[src/rtl/cj_cosim.sv]
`default_nettype none
// ============================================================================
// Module   : cj_cosim
// Purpose  : End-of-test monitor for co-simulation. It snoops core stores to
//            the RISC-V tohost doubleword, counts committed-instruction
//            cycles, and lets the host force a tohost value.
//            tohost[0]=1 means done: 1 = pass, (code<<1)|1 = fail code.
// Ports    : clock, reset            - rising-edge clock, async active-high reset
//            wr_valid/addr/data/strb - core store beat (byte-lane enables)
//            commit_valid            - >=1 instruction retired this cycle
//            host_set_valid/value    - host override of tohost (bypasses lock)
//            tohost, done            - tohost register and tohost[0]
//            commit_count            - saturating retired-cycle counter
// Config   : `define CJ_WATCHDOG_EN to add the commit-stall watchdog, which
//            writes {STALL_CODE,1'b1} after STALL_LIMIT commit-free cycles.
// Revision : 1.0 - initial release
// ============================================================================
module cj_cosim #(
   parameter int unsigned            ADDR_W      = 32,
   parameter logic [ADDR_W-1:0]      TOHOST_ADDR = 32'h8000_1000,
   parameter int unsigned            STALL_LIMIT = 50000,
   parameter logic [62:0]            STALL_CODE  = 63'd2
) (
   input  logic              clock,
   input  logic              reset,
   input  logic              wr_valid,
   input  logic [ADDR_W-1:0] wr_addr,
   input  logic [63:0]       wr_data,
   input  logic [7:0]        wr_strb,
   input  logic              commit_valid,
   input  logic              host_set_valid,
   input  logic [63:0]       host_set_value,
   output logic [63:0]       tohost,
   output logic              done,
   output logic [63:0]       commit_count
);

   logic [63:0] r_tohost;
   logic [63:0] r_commit_count;
   logic [63:0] w_next_tohost;
   logic        w_hit;
   logic        w_bus_wr;
   logic        w_wd_fire;

   // Doubleword match only; the byte offset inside the doubleword is ignored.
   assign w_hit    = wr_valid && (wr_addr[ADDR_W-1:3] == TOHOST_ADDR[ADDR_W-1:3]);
   // Once done, bus stores are locked out so the first completion value sticks.
   assign w_bus_wr = w_hit && !r_tohost[0];

`ifdef CJ_WATCHDOG_EN
   localparam int unsigned STALL_W =
      ($clog2(STALL_LIMIT + 1) > 17) ? $clog2(STALL_LIMIT + 1) : 17;

   logic [STALL_W-1:0] r_stall;

   always_ff @(posedge clock or posedge reset) begin
      if (reset) begin
         r_stall <= '0;
      end else if (commit_valid || r_tohost[0] || host_set_valid) begin
         r_stall <= '0;
      end else if (r_stall != {STALL_W{1'b1}}) begin
         r_stall <= r_stall + 1'b1;
      end
   end

   // Lowest priority: host and bus writes in the same cycle take precedence.
   assign w_wd_fire = (r_stall == STALL_W'(STALL_LIMIT)) && !r_tohost[0]
                      && !host_set_valid && !w_bus_wr;

   logic w_unused_cfg;
   assign w_unused_cfg = ^wr_addr[2:0];
`else
   assign w_wd_fire = 1'b0;

   logic w_unused_cfg;
   assign w_unused_cfg = ^{wr_addr[2:0], STALL_CODE, 32'(STALL_LIMIT)};
`endif

   always_comb begin
      w_next_tohost = r_tohost;
      if (host_set_valid) begin
         w_next_tohost = host_set_value;
      end else if (w_bus_wr) begin
         for (int i = 0; i < 8; i++) begin
            if (wr_strb[i]) begin
               w_next_tohost[8*i +: 8] = wr_data[8*i +: 8];
            end
         end
      end else if (w_wd_fire) begin
         w_next_tohost = {STALL_CODE, 1'b1};
      end
   end

   always_ff @(posedge clock or posedge reset) begin
      if (reset) begin
         r_tohost <= '0;
      end else begin
         r_tohost <= w_next_tohost;
      end
   end

   // Counts only while the test is running, and never wraps.
   always_ff @(posedge clock or posedge reset) begin
      if (reset) begin
         r_commit_count <= '0;
      end else if (commit_valid && !r_tohost[0] && (r_commit_count != 64'hFFFF_FFFF_FFFF_FFFF)) begin
         r_commit_count <= r_commit_count + 64'd1;
      end
   end

   assign tohost       = r_tohost;
   assign done         = r_tohost[0];
   assign commit_count = r_commit_count;

endmodule
`default_nettype wire

[config.mk]
export PLATFORM = sky130hd
export DESIGN_NAME = cj_cosim
export DESIGN_NICKNAME = d
export VERILOG_FILES = /design/src/rtl/cj_cosim.sv
export SDC_FILE = /design/constraint.sdc
export NUM_CORES = 1
export LEC_CHECK = 0
export CAP_MARGIN = 20
export CORE_MARGIN = 2
export CORE_UTILIZATION = 44
export DETAILED_ROUTE_END_ITERATION = 16
export PLACE_DENSITY = 0.94
export SLEW_MARGIN = 15
export SYNTH_ARGS = -nofsm -noshare
export SYNTH_HDL_FRONTEND = slang
export SYNTH_SLANG_ARGS = --single-unit
export TNS_END_PERCENT = 50
[constraint.sdc]
create_clock -name clock -period 15.1 [get_ports clock]
set_clock_uncertainty 0.2 [all_clocks]
set_input_delay 3.775 -clock clock [delete_from_list [all_inputs] [get_ports clock]]
set_output_delay 3.775 -clock clock [all_outputs]
set_load 0.05 [all_outputs]
==> metrics.md, run 1 <==
| Metric | Value |
|---|---|
| Status | `completed` |
| Final min period | `6.20 ns` |
| Gpl congestion | `0.849` |
| Number of global-route vias before repair | `5760` |
| Wire length of the first global-routing pass | `30800 microns` |
| Slew Viols, Final | `0` |
| Port bufs | `298` |
| Synth Area in XOR/XNOR | `8.54%` |
| Vias per cell | `5.34` |
| Worst slew pin tran | `0.902 ns` |
| Clk pin slew, worst setup/hold paths | `0.05 ns` |
| CP Capture Type | `flip-flop` |
| Kind of critical path | `in -> reg` |
| Post-Place Cells | `1058` |
| Pre-CTS WS | `8.48 ns` |
| Die width | `123 microns` |
| Area of the multi-input gates | `2930 sq um` |
| Proportion of synthesized area in mux cells | `10.7%` |
| Drt total wl | `20600 microns` |
| DRT iter0 DRCs | `325` |
| Io pins | `302` |
| Total setup buffers inserted after CTS | `0` |
| RSZ-0062 raised after global routing | `no` |
| Setup TNS | `0 ns` |
| Grt total ovfl | `0` |
| Cell Pwr Density | `109 nW/um^2` |
| Crit-path max FO | `16` |
| Post-Synth Adder-Cell Area | `0.200%` |
| FILL cells | `948` |
| WL per Instance | `18.9 microns` |
| # DRC | `0` |
| Resized cells post-CTS | `0` |
| Root Driver | `clkbuf_16` |
| R2R setup slack | `12.18 ns` |
| Hold WC Path Type | `reg -> reg` |
| Drt pass-1 iters | `4` |
| CTS Hold Bufs | `0` |
| Synthesized area | `6260 sq um` |
| Most frequent cells in the layout | `clkdlybuf4s50_1, dfrtp_1, nor2_1, a21oi_1, mux2i_1` |
| Layout cell share with drive strength beyond 1 | `6.81%` |
| Number of max-cap violations | `0` |
| Seq/Total Area, Yosys | `51.2%` |
| Pleak | `4.43 nW` |
| Non-Filler Instances | `1091` |
| Worst Path Arrival | `6.33 ns` |
| Die footprint | `15200 sq um` |
| FF/Latch Area | `3200 sq um` |
| TritonCTS Sinks | `128` |
| CTS Buf Count | `17` |
| Largest net degree at the start of global routing | `75` |
| CTS tree | `yes` |
| Yosys reg bits | `128` |
| Maximum vdd drop | `0.0786 mV` |
| Layout Area Growth over Synthesis | `60.6%` |
| Syn nets | `769` |
| Share of the synthesized area in the top cell type | `51.2%` |
| Syn Area/Cell | `10.5 sq um` |
| Fin Hold WS | `0.289 ns` |
| Antenna violations before repair | `1` |
| Final setup viols | `0` |
| ANT nets after route | `0` |
| GR Util All Layers | `26.7%` |
| Relative slew margins | `39.9%` |
| Gate Count Post-Synth | `595` |
| Startpoint types | `input port` |
| Compound-Gate Fraction of Synth Area | `7.82%` |
| Util after Layout | `72.4%` |
| Core Area | `13900 sq um` |
| DP Wirelength | `15200 microns` |
| Htree depth | `4` |
| Largest family of logic cells by synthesized area | `simple AND/OR/NAND/NOR gates` |
| Final worst slack | `8.90 ns` |
| Placed cell area | `9400 sq um` |
| WP data required | `15.23 ns` |
| Max Root-Sink Buffers | `2` |
| Commonest non-fill, non-tap cell in the layout | `clkdlybuf4s50_1` |
| Initial Utilization | `45.1%` |
| Post-synth cell types | `50` |
| Clk_lat worst skew | `0.41 ns` |
| Fin crit share | `41.1%` |
| Final hold vios | `0` |
| FP Rows | `43` |
| Main area contributors after synthesis | `dfrtp_1, mux2i_1, nor2_1` |
| Routed via count | `5830` |
| Area leader, netlist | `dfrtp_1` |
| Layout net count | `1071` |
| Total power | `1.09 mW` |
| Simple-gate share of the synthesized area | `19.6%` |
| Design area | `10100 sq um` |
| Synthesis warning total | `0` |
| Maximum clock rate | `0.161 GHz` |
| Die H | `123 microns` |
sequential cells by signal (all words and copies together) (netlist names):
register / count
commit_count: 64
tohost: 64
critical path, stage by stage:
cell,delay [ns]
clkdlybuf4s50_1,0.40
nor4b_1,0.44
nand4_1,0.19
nor3_2,0.68
a21o_1,0.52
nor2_1,0.13
a21oi_1,0.18
logic make-up (layout without fill, tap and decap cells):
group                      count (synthesis)  in the layout
AOI/OAI and AO/OA                         85             85
other                                      0              1
muxes                                     66             66
xor gates and xnor gates                  61             61
and+or+nand+nor                          225            225
DFF                                      128            128
adders and majority gates                  1              1
buffers and inverters                     29            344
final timing paths:
| check | from | endpoint | depth (start not counted) |
|---|---|---|---|
| max | wr_addr[11] | tohost[19]$_DFFE_PP0P_ | 7 |
| min | commit_count[51]$_DFFE_PP0P_ | commit_count[51]$_DFFE_PP0P_ | 1 |
| max reg2reg | tohost[0]$_DFFE_PP0P_ | tohost[19]$_DFFE_PP0P_ | 6 |
| min reg2reg | commit_count[51]$_DFFE_PP0P_ | commit_count[51]$_DFFE_PP0P_ | 1 |
| max in group asynchronous | reset | tohost[9]$_DFFE_PP0P_ | 3 |
| min in group asynchronous | reset | commit_count[57]$_DFFE_PP0P_ | 2 |
per-layer routing:
layer / GRT usage, % / up-vias / part of all wire [%]
met5: 0 / - / 0
met3: 8.58 / 60 / 8.4
met2: 44.8 / 276 / 49
li1: - / 2709 / -
met1: 30.2 / 2785 / 38
met4: 14.4 / 0 / 4.5
synth_stat cells (all sizes together):
cell type and instances:
o21bai 1, xnor2 24, nor2b 2, and4b 1
nor4 14, or2 1, nor2 98, a21o 8
and3 5, o21ai 4, a21oi 67, and4bb 2
nor4b 4, ha 1, o211ai 4, nor3 15
nand2 27, mux2i 64, and2 4, nand4b 1
buf 17, or3 2, nand3b 1, nand3 19
and4 9, nand4 20, inv 12, mux2 2
dfrtp 128, xor2 37, o2111ai 1
area by class of cell:
type / count / area share (%)
diodes: 1 / 0.0249
clock inverters: 9 / 1.51
multi-input cells: 438 / 29.1
flip-flops and latches: 128 / 31.9
inverters: 12 / 0.473
clock buffers: 23 / 4.95
repair buffers: 300 / 29.8
well taps: 180 / 2.24
power breakdown:
| part | total (mW) | internal (mW) | switching (mW) |
|---|---|---|---|
| clock network | 0.445 | 0.298 | 0.147 |
| registers | 0.392 | 0.368 | 0.0231 |
| logic | 0.255 | 0.105 | 0.150 |
| total | 1.09 | 0.772 | 0.320 |
(Power assumes the default switching activity.)
==> run 2: changes to the inputs <==
- CORE_UTILIZATION: 44 -> 37
- PLACE_DENSITY: 0.94 -> 0.85
- clock period: 15.1 -> 5 ns (I/O delays scaled with it)
==> metrics.md, run 2 (synthesized netlist as in run 1, its figures left out) <==
| Metric | Value |
|---|---|
| Maximum clock rate | `0.266 GHz` |
| Pre-CTS WS | `0.862 ns (was 8.48 ns)` |
| Kind of critical path | `in -> reg (unchanged)` |
| Die H | `134 microns (was 123 microns)` |
| Gpl congestion | `0.868 (was 0.849)` |
| Switch Pwr | `0.996 mW (was 0.320 mW)` |
| Most frequent cells in the layout | `clkdlybuf4s50_1, dfrtp_1, nor2_1, a21oi_1, mux2i_1 (unchanged)` |
| Net Sw Frac | `30.0% (was 29.3%)` |
| Initial Utilization | `37.7% (was 45.1%)` |
| FF-to-FF End | `tohost[13]$_DFFE_PP0P_ (was tohost[19]$_DFFE_PP0P_)` |
| Setup TNS | `0 ns (unchanged)` |
| CP peak stage delay | `0.63 ns (was 0.68 ns)` |
| Clk pin slew, worst setup/hold paths | `0.06 ns (was 0.05 ns)` |
| WL per Instance | `18.0 microns (was 18.9 microns)` |
| Layout net count | `1073 (was 1071)` |
| Clock power share | `41.4% (was 40.8%)` |
| Slew Viols, Final | `0 (unchanged)` |
| CTS Hold Bufs | `0 (unchanged)` |
| Resized cells post-CTS | `0 (unchanged)` |
| Layout Area Growth over Synthesis | `62.1% (was 60.6%)` |
| Pleak | `4.44 nW (was 4.43 nW)` |
| R2r startpoint | `tohost[0]$_DFFE_PP0P_ (unchanged)` |
| FP Rows | `47 (was 43)` |
| Final min period | `3.75 ns` |
| Largest net degree at the start of global routing | `75 (unchanged)` |
| Comb power frac | `23.2% (was 23.4%)` |
| RSZ-0062 raised after global routing | `no (unchanged)` |
| Number of max-cap violations | `0 (unchanged)` |
| ANT nets after route | `0 (unchanged)` |
| Drt total wl | `20400 microns (was 20600 microns)` |
| Worst setup path start | `wr_addr[11] (unchanged)` |
| Hold path start | `commit_count[13]$_DFFE_PP0P_ (was commit_count[51]$_DFFE_PP0P_)` |
| GR Util All Layers | `22.5% (was 26.7%)` |
| Hold WC Path Type | `reg -> reg (unchanged)` |
| Post-Place Cells | `1100 (was 1058)` |
| Routed via count | `5678 (was 5830)` |
| WP data required | `5.14 ns (was 15.23 ns)` |
| Clk_lat worst skew | `0.42 ns (was 0.41 ns)` |
| Commonest non-fill, non-tap cell in the layout | `clkdlybuf4s50_1 (unchanged)` |
| Core Area | `16600 sq um (was 13900 sq um)` |
| Antenna violations before repair | `3 (was 1)` |
| Worst Path Arrival | `3.89 ns (was 6.33 ns)` |
| TritonCTS Sinks | `128 (unchanged)` |
| Max Root-Sink Buffers | `2 (unchanged)` |
| CP Capture Type | `flip-flop (unchanged)` |
| Port bufs | `298 (unchanged)` |
| Grt total ovfl | `0 (unchanged)` |
| Grt met3 use | `8.58% (about the same)` |
| # DRC | `0 (unchanged)` |
| Slowest stage cell, crit path | `nor3_2 (unchanged)` |
| CTS tree | `yes (unchanged)` |
| Crit-path max FO | `16 (unchanged)` |
| Non-Filler Instances | `1135 (was 1091)` |
| Io pins | `302 (unchanged)` |
| Status | `completed (unchanged)` |
| Cell Int Power | `2.32 mW (was 0.772 mW)` |
| Die footprint | `18000 sq um (was 15200 sq um)` |
| GR peak layer | `met2 (unchanged)` |
| Final hold vios | `0 (unchanged)` |
| DP Wirelength | `15500 microns (was 15200 microns)` |
| Final setup viols | `0 (unchanged)` |
| CTS Buf Count | `17 (unchanged)` |
| Crit-path cells | `clkdlybuf4s50_1, nor4b_1, buf_4, nand4_1, nor3_2, a21o_1, nor2_1, a21oi_1 (was clkdlybuf4s50_1, nor4b_1, nand4_1, nor3_2, a21o_1, nor2_1, a21oi_1)` |
| Die width | `134 microns (was 123 microns)` |
| GR Util met1 | `25.3% (was 30.2%)` |
| Root Driver | `clkbuf_16 (unchanged)` |
| R2R setup slack | `1.99 ns (was 12.18 ns)` |
| Drt pass-1 iters | `4 (unchanged)` |
| Layout cell share with drive strength beyond 1 | `7.13% (was 6.81%)` |
| Htree depth | `4 (unchanged)` |
| Total setup buffers inserted after CTS | `0 (unchanged)` |
| Register share of total power | `35.4% (was 35.9%)` |
| Wire length of the first global-routing pass | `31100 microns (was 30800 microns)` |
| Startpoint types | `input port (unchanged)` |
| Final worst slack | `1.25 ns (was 8.90 ns)` |
| GR Util met2 | `37.5% (was 44.8%)` |
| Fin crit share | `75.1%` |
| Worst slew pin tran | `0.938 ns (was 0.902 ns)` |
| Cell Pwr Density | `327 nW/um^2 (was 109 nW/um^2)` |
| Reg2Reg Depth | `7 (was 6)` |
| Maximum vdd drop | `0.311 mV (was 0.0786 mV)` |
| Number of global-route vias before repair | `5668 (was 5760)` |
| Crit path capture | `tohost[13]$_DFFE_PP0P_ (was tohost[19]$_DFFE_PP0P_)` |
| Vias per cell | `5.00 (was 5.34)` |
| Relative slew margins | `37.5% (was 39.9%)` |
| DRT iter0 DRCs | `292 (was 325)` |
## run 2: cell count changes in the layout (fill, tap and decap cells not counted), moves of 2 or more
cell,before,now
clkbuf_8,5,0
clkinv_4,0,5
clkinv_2,3,1
diode_2,1,3
## run 2: area by class of cell
cell class	count	area [sq um]
fill	1358	6440
sequential	128	3200
timing repair buffer	302	3020
multi-input combinational	438	2930
clock buffer	17	425
tap	220	275
clock inverter	15	234
inverter	12	47.5
antenna	3	7.51
## run 2: worst min path at each step
stage          slack, ns                           end  cells past startpoint
6_report            0.29  commit_count[13]$_DFFE_PP0P_                      1
2_1_floorplan       0.58        tohost[16]$_DFFE_PP0P_                      2
4_1_cts             0.29  commit_count[17]$_DFFE_PP0P_                      1
3_5_place_dp        0.27  commit_count[17]$_DFFE_PP0P_                      1
5_1_grt             0.30  commit_count[17]$_DFFE_PP0P_                      1
3_3_place_gp        0.27  commit_count[13]$_DFFE_PP0P_                      1
## run 2: routing by layer
layer | wire length, microns | part of all wire, %
met2 | 10100 | 49
met5 | 0 | 0
met1 | 7710 | 38
met3 | 1800 | 8.8
met4 | 814 | 4.0
## run 2: power by group through the flow
| stage | clock network, mW | logic [mW] | registers, mW |
|---|---|---|---|
| after detailed placement | 0 | 0.771 | 1.19 |
| after global placement | 0 | 0.760 | 1.19 |
| after CTS | 1.40 | 0.775 | 1.17 |
| after floorplan | 0 | 0.164 | 1.45 |
| final | 1.37 | 0.771 | 1.17 |
| after global routing | 1.45 | 0.809 | 1.19 |
## run 2: critical path, delay by kind of cell
kind            cells  cell delay, ns
buf+inv             2            0.61
compound gates      2            0.70
simple gates        4            1.32
## run 2: through the flow
step | total power [mW] | hold slack [ns] | area (sq um) | utilization (%)
finish | 3.32 | 0.288 | 10100 | 61.2
global route | 3.45 | 0.302 | 10100 | 61.2
CTS | 3.35 | 0.288 | 10100 | 61.1
detailed placement | 1.96 | 0.275 | 9480 | 57.2
global placement | 1.95 | 0.272 | 9480 | 57.2
floorplan | 1.62 | 0.583 | 6260 | -
